File: src/rtl/darkdebugmon_pkg.sv
// Shared types and constants for the debug-bus monitor: snapshot layout,
// frame format and serializer states.
package darkdebugmon_pkg;

  localparam int         FRAME_WORDS = 6;
  localparam logic [7:0] HDR_MAGIC   = 8'hA5;
  localparam logic [2:0] LAST_IDX    = 3'(FRAME_WORDS - 1);

  // One captured change of the observed buses.
  typedef struct packed {
    logic [15:0]       seq;
    logic [31:0]       ts;
    logic [3:0]        led;
    logic [3:0][31:0]  debug;
  } snap_t;

  typedef enum logic {
    IDLE,
    SEND
  } state_t;

  // Word idx of the 6-word frame that carries snapshot s.
  function automatic logic [31:0] frame_word(input snap_t s, input logic [2:0] idx);
    logic [31:0] w;
    case (idx)
      3'd0:    w = {HDR_MAGIC, 4'h0, s.led, s.seq};
      3'd1:    w = s.ts;
      3'd2:    w = s.debug[0];
      3'd3:    w = s.debug[1];
      3'd4:    w = s.debug[2];
      3'd5:    w = s.debug[3];
      default: w = '0;
    endcase
    return w;
  endfunction

endpackage

File: src/rtl/darkdebugmon_darkfifo.sv
// Generic synchronous FIFO. Pointers carry one extra wrap bit so full and
// empty are distinguishable; a push while full is accepted when a pop
// happens in the same cycle. Head and the entry behind it are exposed so the
// consumer can look one entry ahead.
module darkfifo #(
  parameter int WIDTH = 8,
  parameter int DEPTH = 4
) (
  input  logic                     XCLK,
  input  logic                     XRES,
  input  logic                     i_push,
  input  logic                     i_pop,
  input  logic [WIDTH-1:0]         i_wdata,
  output logic                     o_full,
  output logic                     o_empty,
  output logic [$clog2(DEPTH):0]   o_count,
  output logic [WIDTH-1:0]         o_head,
  output logic [WIDTH-1:0]         o_second
);

  localparam int        AW  = $clog2(DEPTH);
  localparam logic [AW:0] CAP = (AW+1)'(DEPTH);

  logic [WIDTH-1:0] r_mem [DEPTH];
  logic [AW:0]      r_wr;
  logic [AW:0]      r_rd;
  logic [AW:0]      w_count;
  logic             w_do_push;
  logic             w_do_pop;
  logic [AW-1:0]    w_rd_nxt;

  // Occupancy, qualified push/pop and read ports.
  always_comb begin
    w_count   = r_wr - r_rd;
    o_count   = w_count;
    o_full    = (w_count == CAP);
    o_empty   = (w_count == '0);
    w_do_pop  = i_pop && !o_empty;
    w_do_push = i_push && (!o_full || w_do_pop);
    w_rd_nxt  = r_rd[AW-1:0] + 1'b1;
    o_head    = r_mem[r_rd[AW-1:0]];
    o_second  = r_mem[w_rd_nxt];
  end

  // Read/write pointers.
  always_ff @(posedge XCLK or negedge XRES) begin
    if (!XRES) begin
      r_wr <= '0;
      r_rd <= '0;
    end else begin
      if (w_do_push) r_wr <= r_wr + 1'b1;
      if (w_do_pop)  r_rd <= r_rd + 1'b1;
    end
  end

  // Storage array.
  // NOTE: the storage is deliberately not reset; the pointers alone define
  // which entries are valid, and an unreset array maps onto plain RAM.
  always_ff @(posedge XCLK) begin
    if (w_do_push) r_mem[r_wr[AW-1:0]] <= i_wdata;
  end

endmodule

File: src/rtl/darkdebugmon.sv
// Debug-bus monitor: detects changes on {LED, DEBUG}, timestamps and
// sequence-numbers them into a snapshot FIFO, and serializes each snapshot
// as a 6-word frame on a valid/ready stream. Lost snapshots are counted.
module darkdebugmon #(
  parameter int          DEPTH    = 4,
  parameter logic [31:0] TS_RESET = 32'h0  // timestamp reset value; 0 in normal use
) (
  input  logic             XCLK,
  input  logic             XRES,
  input  logic             EN,
  input  logic [3:0]       LED,
  input  logic [3:0][31:0] DEBUG,
  output logic             OUT_VALID,
  output logic [31:0]      OUT_DATA,
  output logic             OUT_LAST,
  input  logic             OUT_READY,
  output logic             FULL,
  output logic [15:0]      DROPS
);

  import darkdebugmon_pkg::*;

  localparam int AW = $clog2(DEPTH);

  logic [131:0] r_prev;
  logic [31:0]  r_ts;
  logic [15:0]  r_seq;
  logic [15:0]  r_drops;
  state_t       r_state;
  logic [2:0]   r_idx;
  logic         r_valid;
  logic [31:0]  r_data;
  logic         r_last;

  logic [131:0] w_cur;
  logic         w_chg;
  logic         w_accept;
  logic         w_pop;
  logic         w_push;
  logic         w_drop;
  logic         w_more;
  logic [2:0]   w_idx_nxt;
  snap_t        w_snap;
  snap_t        w_head;
  snap_t        w_second;
  snap_t        w_next;
  logic         w_full;
  logic         w_empty;
  logic [AW:0]  w_count;

  darkfifo #(
    .WIDTH ($bits(snap_t)),
    .DEPTH (DEPTH)
  ) u_fifo (
    .XCLK     (XCLK),
    .XRES     (XRES),
    .i_push   (w_push),
    .i_pop    (w_pop),
    .i_wdata  (w_snap),
    .o_full   (w_full),
    .o_empty  (w_empty),
    .o_count  (w_count),
    .o_head   (w_head),
    .o_second (w_second)
  );

  // Change detection, push/drop decision and next-frame lookahead.
  // NOTE: every signal gets a value on every path through this block, so no
  // latch can be inferred.
  always_comb begin
    w_cur       = {LED, DEBUG};
    w_chg       = EN && (w_cur != r_prev);
    w_accept    = r_valid && OUT_READY;
    w_pop       = w_accept && (r_idx == LAST_IDX);
    // A same-cycle pop frees the slot this push needs.
    w_push      = w_chg && (!w_full || w_pop);
    w_drop      = w_chg && w_full && !w_pop;
    w_idx_nxt   = r_idx + 3'd1;
    w_snap.seq   = r_seq;
    w_snap.ts    = r_ts;
    w_snap.led   = LED;
    w_snap.debug = DEBUG;
    // After popping the head, the next frame comes from the second entry, or
    // from the snapshot being written this very cycle if it was the only one.
    w_more      = (w_count > (AW+1)'(1)) || w_push;
    w_next      = (w_count > (AW+1)'(1)) ? w_second : w_snap;
  end

  // Free-running timestamp.
  // NOTE: sequential state is updated with non-blocking assignments so every
  // register samples the pre-edge values of its inputs.
  always_ff @(posedge XCLK or negedge XRES) begin
    if (!XRES) r_ts <= TS_RESET;
    else       r_ts <= r_ts + 32'd1;
  end

  // Last-seen value, sequence number and saturating drop counter.
  always_ff @(posedge XCLK or negedge XRES) begin
    if (!XRES) begin
      r_prev  <= '0;
      r_seq   <= '0;
      r_drops <= '0;
    end else begin
      if (w_chg)  r_prev <= w_cur;
      if (w_push) r_seq  <= r_seq + 16'd1;
      if (w_drop && (r_drops != 16'hFFFF)) r_drops <= r_drops + 16'd1;
    end
  end

  // Serializer FSM with registered stream outputs.
  always_ff @(posedge XCLK or negedge XRES) begin
    if (!XRES) begin
      r_state <= IDLE;
      r_idx   <= '0;
      r_valid <= 1'b0;
      r_data  <= '0;
      r_last  <= 1'b0;
    end else begin
      case (r_state)
        IDLE: begin
          if (!w_empty) begin
            r_state <= SEND;
            r_idx   <= '0;
            r_valid <= 1'b1;
            r_data  <= frame_word(w_head, 3'd0);
            r_last  <= 1'b0;
          end
        end
        SEND: begin
          if (w_accept) begin
            if (r_idx == LAST_IDX) begin
              r_idx  <= '0;
              r_last <= 1'b0;
              if (w_more) begin
                r_data <= frame_word(w_next, 3'd0);
              end else begin
                r_state <= IDLE;
                r_valid <= 1'b0;
                r_data  <= '0;
              end
            end else begin
              r_idx  <= w_idx_nxt;
              r_data <= frame_word(w_head, w_idx_nxt);
              r_last <= (w_idx_nxt == LAST_IDX);
            end
          end
        end
        default: r_state <= IDLE;
      endcase
    end
  end

  assign OUT_VALID = r_valid;
  assign OUT_DATA  = r_data;
  assign OUT_LAST  = r_last;
  assign FULL      = w_full;
  assign DROPS     = r_drops;

endmodule

File: config.mk
export PLATFORM = sky130hd
export DESIGN_NAME = darkdebugmon
export DESIGN_NICKNAME = d
export VERILOG_FILES = /design/src/rtl/darkdebugmon_pkg.sv /design/src/rtl/darkdebugmon_darkfifo.sv /design/src/rtl/darkdebugmon.sv
export SDC_FILE = /design/constraint.sdc
export NUM_CORES = 1
export LEC_CHECK = 0
export BUFFER_PORTS_ARGS = -buffer_cell sky130_fd_sc_hd__buf_2
export CAP_MARGIN = 20
export CORE_UTILIZATION = 45
export DETAILED_ROUTE_END_ITERATION = 8
export PLACE_DENSITY = 0.73
export SYNTH_ARGS = -nofsm -noshare
export SYNTH_HDL_FRONTEND = slang
export SYNTH_SLANG_ARGS = --single-unit
File: constraint.sdc
create_clock -name XCLK -period 6.5 [get_ports XCLK]
set_clock_uncertainty 0.15 [all_clocks]
set_input_delay 0 -clock XCLK [delete_from_list [all_inputs] [get_ports XCLK]]
set_output_delay 0 -clock XCLK [all_outputs]
set_load 0.01 [all_outputs]
Yosys cells after proc, flatten, opt, wreduce, memory -nomap -nowiden
Memories as Yosys holds them, arrays and structs flattened.
Index checks and enable logic that the tools add are counted.
Storage, ports and cells
  register bits after elaboration: 240
  memory bits (writable): 720
  bits of input ports: 136
  memories kept: 1
Memories
  u_fifo.r_mem: words 4, bits a word 180, rd ports 2, clocked after Yosys merged registers in 0, wr ports 1, line darkdebugmon_darkfifo.sv:24  | logic [WIDTH-1:0] r_mem [DEPTH];
Cells by class
  add/sub/neg operators: 8
  order comparisons: 1
  eq/ne operators: 13
  multiplexer cells: 27
  bitwise logic cells: 1
  reductions and logical operators: 19
Operator list (number)
  32-bit one-hot mux with 6 select lines: 1
  180-bit two-way mux: 1
  132-bit != test: 1
  32-bit two-way mux: 4
  32-bit one-hot mux with 2 select lines: 1
  16-bit by 1-bit adder with 16-bit output, second input constant: 2
  32-bit by 1-bit adder with 32-bit output, second input constant: 1
  16-bit != test, second input constant: 1
  1-bit two-way mux: 13
  3-bit equality test, second input constant: 4
  3-bit by 1-bit adder with 3-bit output, second input constant: 3
  1-bit logical AND: 9
  3-bit two-way mux: 3
  3-bit by 2-bit equality test with 1-bit output, second input constant: 2
  3-bit logical NOT: 2
  1-bit one-hot mux with 2 select lines: 3
  3-bit one-hot mux with 2 select lines: 1
  2-bit by 1-bit != test with 1-bit output, second input constant: 2
  2-bit != test, second input constant: 2
  4-bit AND reduction: 1
  3-bit by 1-bit equality test with 1-bit output, second input constant: 1
  3-bit by 1-bit greater-than comparator with 1-bit output, second input constant: 1
  1-bit logical NOT: 3
  1-bit logical OR: 3
  other kinds (4): 4

Depth between registers and ports, before layout
Gate-level depths: netlist of run 1.
  word-level depth: 10
  gate-level depth with buffers: 11
  depth with buffers taken out: 10

Cells and area by module
Synthesis of run 1 repeated with hierarchy kept, for this count alone.
Unflattened totals
  cell total of the unflattened synthesis: 2615
  area, all modules: 43265.2 µm²
By module, submodules not included
  darkfifo: times used 1, cells each 1202, area each 30727.0 µm², seq. area each 21770.9 µm²
  darkdebugmon: times used 1, cells each 1413, area each 12538.3 µm², seq. area each 5855.6 µm²

Worst setup path after synthesis of run 1
No wires, ideal clock.
  kind: flip-flop to flip-flop
  from: register u_fifo.r_wr[0]
  to: memory u_fifo.r_mem[0][0] (netlist bit) (enable)
  data arrival time: 6171 ps
  data required time: 5788 ps
  slack: -383 ps
  cell stages (with the launch flop): 10
  buffers on the path: 1
  cell sequence: dfrtp_1 inv_1 ha_1 fa_1 xnor3_1 nor2_1 and2_1 buf_4 nor2_1 and2_1
On the way
  longest elaborated chain between the ends: 8
Ends and longest elaborated chain
  start, declared: line darkdebugmon_darkfifo.sv:25  | logic [AW:0] r_wr;
  start signal, assigned: line darkdebugmon_darkfifo.sv:51  | if (w_do_push) r_wr <= r_wr + 1'b1;
  3-bit subtractor *: line darkdebugmon_darkfifo.sv:34  | w_count = r_wr - r_rd;
  3-bit equality test *: line darkdebugmon_darkfifo.sv:36  | o_full = (w_count == CAP);
  net FULL: line darkdebugmon.sv:17  | output logic FULL,
  1-bit logical NOT *: line darkdebugmon_darkfifo.sv:39, darkdebugmon.sv:76
  1-bit logical OR: line darkdebugmon.sv:76  | w_push = w_chg && (!w_full || w_pop);
  1-bit logical AND: line darkdebugmon.sv:76
  1-bit logical AND *: line darkdebugmon_darkfifo.sv:39  | w_do_push = i_push && (!o_full || w_do_pop);
  1-bit two-way mux *: line darkdebugmon_darkfifo.sv:60  | if (w_do_push) r_mem[r_wr[AW-1:0]] <= i_wdata;
  1-bit two-way mux (not written as such) *: line darkdebugmon_darkfifo.sv:60
  end, declared: line darkdebugmon_darkfifo.sv:24
Mark *: on every way through the listed nets, which the timed path passes. The rest lies on a longest branch.

Worst setup path in the final report of run 1
  from: register r_idx[2]
  to: memory u_fifo.r_mem[3][37] (netlist bit) (enable)
On the way
  longest elaborated chain between the ends: 7
Ends and longest elaborated chain
  start, declared: line darkdebugmon.sv:30  | logic [2:0] r_idx;
  start signal, assigned: line darkdebugmon.sv:142  | r_idx <= w_idx_nxt;
  3-bit equality test *: line darkdebugmon.sv:74  | w_pop = w_accept && (r_idx == LAST_IDX);
  1-bit logical AND *: line darkdebugmon.sv:74
  1-bit logical OR or 1-bit logical AND (tied branches): line darkdebugmon.sv:76, darkdebugmon_darkfifo.sv:38
  1-bit logical AND or 1-bit logical OR (tied branches): line darkdebugmon.sv:76, darkdebugmon_darkfifo.sv:39
  1-bit logical AND *: line darkdebugmon_darkfifo.sv:39
  1-bit two-way mux *: line darkdebugmon_darkfifo.sv:60
  1-bit two-way mux (not written as such) *: line darkdebugmon_darkfifo.sv:60
Mark *: on every way between the ends. The rest lies on a longest branch, timed or not.

==> results of run 1 <==
[placed cells by master, fill, tap and decap left out, drive strengths merged, types with 8 or more instances in the layout]
cell type      n
clkbuf       123
ha             9
clkinv        42
edfxtp       720
a22oi         28
o211ai        15
a31oi          8
buf          213
mux2          24
nor3          15
inv           16
nor4          26
a211oi        14
nand3         29
and2           8
a21oi         27
nand2        471
bufinv        12
dlygate4sd3  179
o21ai         29
o22ai         12
nor2          41
nand4         42
and3          12
xnor2        162
mux2i         33
dfrtp        240
a22o          12
mux4         206
xor2          35
[logic make-up after synthesis]
logic type               synth area share, %
multiplexers                            13.3
XOR/XNOR                                4.43
AO/OA/AOI/OAI                           2.96
buffers and inverters                   1.85
AND/OR/NAND/NOR                         7.19
flip-flops                              70.0
adder cells (fa/ha/maj)                0.336
[power by group through the flow]
stage	sequential, mW	combinational (mW)	clock (mW)
after floorplan	8.24	1.13	0
after global placement	8.19	1.84	0
after detailed placement	8.28	1.88	0
after CTS	8.17	1.99	5.77
after global routing	8.25	2.11	6.01
final	8.17	1.97	5.71
[worst paths after layout]
| path | start | to | slack, ns | cells after the start |
|---|---|---|---|---|
| worst min-delay path | DEBUG[123] | u_fifo.r_mem[3][123]$_DFFE_PP_ | 0.02 | 2 |
| worst min register to register | DROPS[9]$_DFFE_PN0P_ | DROPS[9]$_DFFE_PN0P_ | 0.33 | 1 |
| worst max register to register | r_idx[2]$_DFFE_PN0P_ | u_fifo.r_mem[3][37]$_DFFE_PP_ | 1.69 | 7 |
| worst max-delay path | r_idx[2]$_DFFE_PN0P_ | u_fifo.r_mem[3][37]$_DFFE_PP_ | 1.69 | 7 |
| max in group asynchronous | XRES | u_fifo.r_rd[1]$_DFFE_PN0P_ | 4.99 | 4 |
| min in group asynchronous | XRES | OUT_DATA[15]$_DFFE_PN0P_ | 0.44 | 4 |
[registers in the layout (all words and copies together), names as in the netlist, 3 cells and up]
| name | cells |
|---|---|
| u_fifo.r_rd | 3 |
| r_prev | 132 |
| r_ts | 32 |
| r_idx | 3 |
| u_fifo.r_wr | 3 |
| DROPS | 16 |
| u_fifo.r_mem | 720 |
| OUT_DATA | 32 |
| r_seq | 16 |
[metal layers]
layer	part of all wire, %	track usage, %	vias up
met2	47	37.3	1213
li1	-	-	9866
met1	40	32.5	12100
met4	4.0	9.07	12
met3	8.7	5.08	198
met5	0.073	0	-
[metrics by stage]
stage | util (%) | std cells | power (mW)
floorplan | - | 2395 | 9.37
global placement | 47.8 | 3641 | 10.0
detailed placement | 47.8 | 3642 | 10.2
CTS | 53.7 | 4003 | 15.9
global route | 53.7 | 4007 | 16.4
finish | 53.7 | 4008 | 15.8
[critical path, cell delays in order (launching register included)]
cell and delay, ns:
dfrtp_2 0.34, buf_4 0.44, and3b_1 0.64, nand3_1 0.25, and2_1 0.43, nand3b_1 0.42, inv_8 0.78, buf_4 0.89
[what timing repair did]
action | CTS | global route
buffers inserted | 0 | 0
hold endpoints to repair | 780 | 0
hold buffers | 180 | 0
[layout make-up]
type	count	area (um^2)
Antenna cell	5	12.5
Sequential cell	960	27600
Inverter	14	60.1
Multi-Input combinational cell	1301	11100
Clock inverter	58	654
Fill cell	6713	40200
Tap cell	1155	1450
Clock buffer	123	2630
Timing Repair Buffer	392	3090
==> flow_metrics.py, run 1 <==
metrics = {
    "outcome": {
        "status": "complete, no violations",
    },
    "detailed_routing": {
        "wl_mm": 105,
        "initialDrtViolationCount": 2446,
        "dr.pass1.iters": 5,
        "drc": 0,
        "via_per_inst": 5.83,
        "postRouteAntennaNets": 0,
        "num_vias": 23400,
        "routedWlPerCell_um": 26.1,
    },
    "place": {
        "io_buffer_count": 186,
        "preCtsSetupSlack_ns": 1.71,
        "dpl_cell_area_um2": 41600,
        "gp_congestion": 0.857,
        "dp_hpwl_mm": 64.6,
    },
    "global_route": {
        "grt_pass1_wl_mm": 156,
        "grt_pass1_vias": 23700,
        "antenna_found_initial": 14,
        "grt-ovfl-total": 0,
        "track_usage_pct": 23.7,
        "grt_max_degree": 159,
    },
    "synth": {
        "yosysSeqAreaShare_pct": 70.0,
        "yosysMostFrequentCell": "edfxtp_1",
        "ys.warnings.count": 0,
        "syn-num-nets": 2541,
        "async_reset_ff_share_pct": 25.0,
        "avgSynthCellArea_um2": 16.5,
        "synth_edf_count": 720,
        "yosys_register_bits": 960,
        "synth_flop_cell": "edfxtp_1",
        "synth_cells": 2395,
        "yosysTopAreaCell": "edfxtp_1",
        "synth_top_area_share_pct": 54.8,
        "synth_area_leaders": "edfxtp_1 55%, dfrtp_1 15%, mux4_2 12%",
        "syn-cell-area_um2": 39500,
        "synth_common_cells": "720 x edfxtp_1, 471 x nand2_1, 240 x dfrtp_1",
        "yosys.cell_types.count": 59,
    },
    "power": {
        "p_leak_nw": 16.6,
        "combPwrFrac_pct": 12.4,
        "p_clk_share_pct": 36.0,
        "seqPwrFrac_pct": 51.6,
        "powerDensity_nw_per_um2": 340,
        "intPower_mw": 11.8,
        "netSwitchingPower_mw": 4.02,
        "ir_drop_mv": 0.250,
        "switching_share_pct": 25.4,
    },
    "clock_network": {
        "cts_buffer_depth": 3,
        "worstSkewPairLatency_ns": 0.66,
        "cts_buffers": 96,
        "h-tree-depth": 3,
        "ctsRootBufferMaster": "clkbuf_16",
        "path_clk_slew_ns": 0.06,
        "tritoncts": "done",
        "cts_sinks": 960,
        "cts_resized": 0,
    },
    "final_layout": {
        "fin_nets": 2911,
        "stdcell_area_um2": 46700,
        "drive_above_1_share_pct": 21.5,
        "syn_to_final_growth_pct": 18.2,
    },
    "timing": {
        "drv_slew": 0,
        "fin_tns_setup_ns": 0,
        "min_period_ns": 4.81,
        "setup_slack_ns": 1.69,
        "slew-limit-headroom_pct": 26.6,
        "fmax_ghz": 0.208,
        "period_share_pct": 74.1,
        "setup_violations": 0,
        "rsz0062_at_grt": "false",
        "hold_viol": 0,
        "timing.hold.ws_ns": 0.0185,
        "worst_slew_pin_slew_ns": 1.10,
    },
    "critical_path": {
        "cp_max_fo": 121,
        "cp.required_ns": 6.62,
        "critical_path_class": "reg -> reg",
        "arrival_ns": 4.94,
        "start_kind": "flip-flop",
        "cp-end-kind": "flip-flop",
    },
    "die": {
        "core_area_um2": 86900,
        "dieHeight_um": 298,
        "die_area_um2": 88900,
        "die_w_um": 298,
        "rows": 108,
        "initial_core_util_pct": 45.4,
        "io_pins": 187,
    },
    "run": {
        "maxCapViolCount": 0,
    },
    "min_path": {
        "hp-class": "in -> reg",
    },
}
Power figures use the tool's default switching activity.
==> inputs of run 2 (changes only) <==
PLACE_DENSITY = 0.7   (was 0.73)
clock period = 4.8 ns   (was 6.5 ns; I/O delays follow)
==> run 2 against run 1 <==
Net effect: total power is 36% higher; cell area is 0.94% higher; routed wire length is 2.2% higher; count of clock-buffer cells in the layout is 4 lower; clock power is 36% higher; first-iteration DRC count is 10% higher; register-to-register slack worse by 1.0 ns; final cell count is 1.1% higher; sequential cell count stayed put; non-clock buffer count is 44 higher; setup slack worse by 1.0 ns; utilization is 0.51 points higher; largest cell class unchanged; largest power group unchanged; highest routed layer unchanged.
==> flow_metrics.py, run 2 (synthesized netlist as in run 1, its figures left out) <==
metrics = {
    "die": {
        "dieHeight_um": 298,
        "io_pins": 187,
        "core_area_um2": 86900,
        "rows": 108,
        "die_w_um": 298,
        "die_area_um2": 88900,
        "initial_core_util_pct": 45.4,
    },
    "final_layout": {
        "final_cell_mix": "720 x edfxtp_1, 471 x nand2_1, 235 x dfrtp_1, 206 x mux4_2, 199 x dlygate4sd3_1",
        "final_common_cell": "edfxtp_1",
        "stdcell_count": 4051,
        "largest_register_ffs": 720,
        "fin_nets": 2954,
        "nFillCells": 6675,
        "seq_area_um2": 27600,
        "multi_input_area_um2": 11200,
        "stdcell_area_um2": 47100,
        "fin_util_pct": 54.2,
        "drive_above_1_share_pct": 22.3,
        "syn_to_final_growth_pct": 19.3,
    },
    "power": {
        "intPower_mw": 16.1,
        "netSwitchingPower_mw": 5.53,
        "p_leak_nw": 16.8,
        "p_clk_share_pct": 35.8,
        "ir_drop_mv": 0.393,
        "seqPwrFrac_pct": 51.2,
        "combPwrFrac_pct": 13.0,
        "switching_share_pct": 25.6,
        "powerDensity_nw_per_um2": 459,
    },
    "detailed_routing": {
        "dr.pass1.iters": 6,
        "wl_mm": 107,
        "via_per_inst": 5.84,
        "routedWlPerCell_um": 26.4,
        "drc": 0,
        "postRouteAntennaNets": 0,
        "num_vias": 23600,
        "initialDrtViolationCount": 2699,
    },
    "timing": {
        "slew-limit-headroom_pct": 24.3,
        "fmax_ghz": 0.242,
        "hold_viol": 0,
        "period_share_pct": 86.0,
        "worst_slew_pin_slew_ns": 1.14,
        "setup_violations": 0,
        "rsz0062_at_grt": "false",
        "min_period_ns": 4.13,
        "drv_slew": 0,
        "fin_tns_setup_ns": 0,
    },
    "global_route": {
        "track_usage_pct": 24.2,
        "grt_max_degree": 159,
        "antenna_found_initial": 10,
        "grt_pass1_wl_mm": 159,
        "grt_pass1_vias": 24100,
        "grt-ovfl-total": 0,
    },
    "clock_network": {
        "tritoncts": "done",
        "ctsHoldBuffers": 200,
        "post_cts_buffers": 0,
        "ctsRootBufferMaster": "clkbuf_16",
        "worstSkewPairLatency_ns": 0.67,
        "cts_sinks": 960,
        "h-tree-depth": 3,
        "cts_buffers": 95,
        "cts_resized": 0,
        "cts_buffer_depth": 3,
        "path_clk_slew_ns": 0.06,
    },
    "critical_path": {
        "reg2reg_setup_slack_ns": 0.67,
        "arrival_ns": 4.30,
        "crit_end": "u_fifo.r_mem[2][92]$_DFFE_PP_",
        "r2r_end": "u_fifo.r_mem[2][92]$_DFFE_PP_",
        "critical_path_class": "reg -> reg",
        "r2r-start": "u_fifo.r_rd[0]$_DFFE_PN0P_",
        "start_kind": "flip-flop",
        "cp.required_ns": 4.97,
        "cp_max_fo": 53,
        "max_stage_delay_ns": 0.91,
        "ff2ff_path_depth": 8,
        "path_cells": "ha_4 -> fa_1 -> xnor3_1 -> nor2_2 -> and2_1 -> nor2_1 -> and2_4 -> buf_12",
        "setup.worst_path.start": "u_fifo.r_rd[0]$_DFFE_PN0P_",
        "crit_slowest_cell": "and2_4",
        "cp-end-kind": "flip-flop",
    },
    "place": {
        "dpl_cell_area_um2": 41800,
        "dp_hpwl_mm": 66.8,
        "io_buffer_count": 186,
        "gp_congestion": 0.879,
        "place_inst": 3666,
    },
    "run": {
        "maxCapViolCount": 0,
    },
    "outcome": {
        "status": "complete, no violations",
    },
    "min_path": {
        "hp-class": "in -> reg",
    },
}
==> run 2: power groups by stage <==
stage	Sequential, mW	Combinational, mW	Clock, mW
final	11.1	2.81	7.75
after global routing	11.2	2.98	8.15
after CTS	11.0	2.83	7.82
after detailed placement	11.2	2.66	0
after global placement	11.1	2.62	0
after floorplan	11.1	1.55	0
==> run 2: stage by stage <==
step,power (mW),worst slack [ns],hold slack [ns]
3_3_place_gp,13.7,0.826,-0.0308
2_1_floorplan,12.6,-0.433,-0.446
4_1_cts,21.7,0.674,0.000390
3_5_place_dp,13.9,0.691,-0.0155
6_report,21.6,0.671,0.0126
5_1_grt,22.3,0.526,0.0136
==> run 2: metal layers <==
metal	wire [um]	GRT usage, %	vias to the layer above	share of wire [%]
li1	-	-	9958	-
met1	41900	33.2	12200	39
met2	51500	39.0	1266	48
met3	9590	4.43	206	9.0
met4	4040	8.58	10	3.8
met5	55	0	-	0.051
==> run 2: worst min path at each step <==
stage               slack (ns)       start  depth (start not counted)                             end
floorplan                -0.45        XRES                          0            DROPS[0]$_DFFE_PN0P_
global route              0.01   DEBUG[87]                          2   u_fifo.r_mem[3][87]$_DFFE_PP_
global placement         -0.03        XRES                          1        OUT_DATA[15]$_DFFE_PN0P_
CTS                     0.0004   DEBUG[90]                          2   u_fifo.r_mem[3][90]$_DFFE_PP_
detailed placement       -0.02        XRES                          1        OUT_DATA[15]$_DFFE_PN0P_
finish                    0.01  DEBUG[127]                          2  u_fifo.r_mem[0][127]$_DFFE_PP_
==> run 2: layout make-up <==
class,instances,share of cell area (%)
diodes,5,0.0266
clock buffers,119,5.52
clock inverters,61,1.46
inverters,14,0.120
multi-input cells,1301,23.7
flip-flops and latches,960,58.7
well taps,1155,3.07
repair buffers,436,7.45
==> run 2: critical path: cells and delay by family, from the launching register on <==
family	cells	cell delay [ns]
adder cells (fa/ha/maj)	2	0.62
XOR/XNOR	1	0.36
flip-flops	1	0.58
buffers and inverters	1	0.39
AND/OR/NAND/NOR	4	1.64
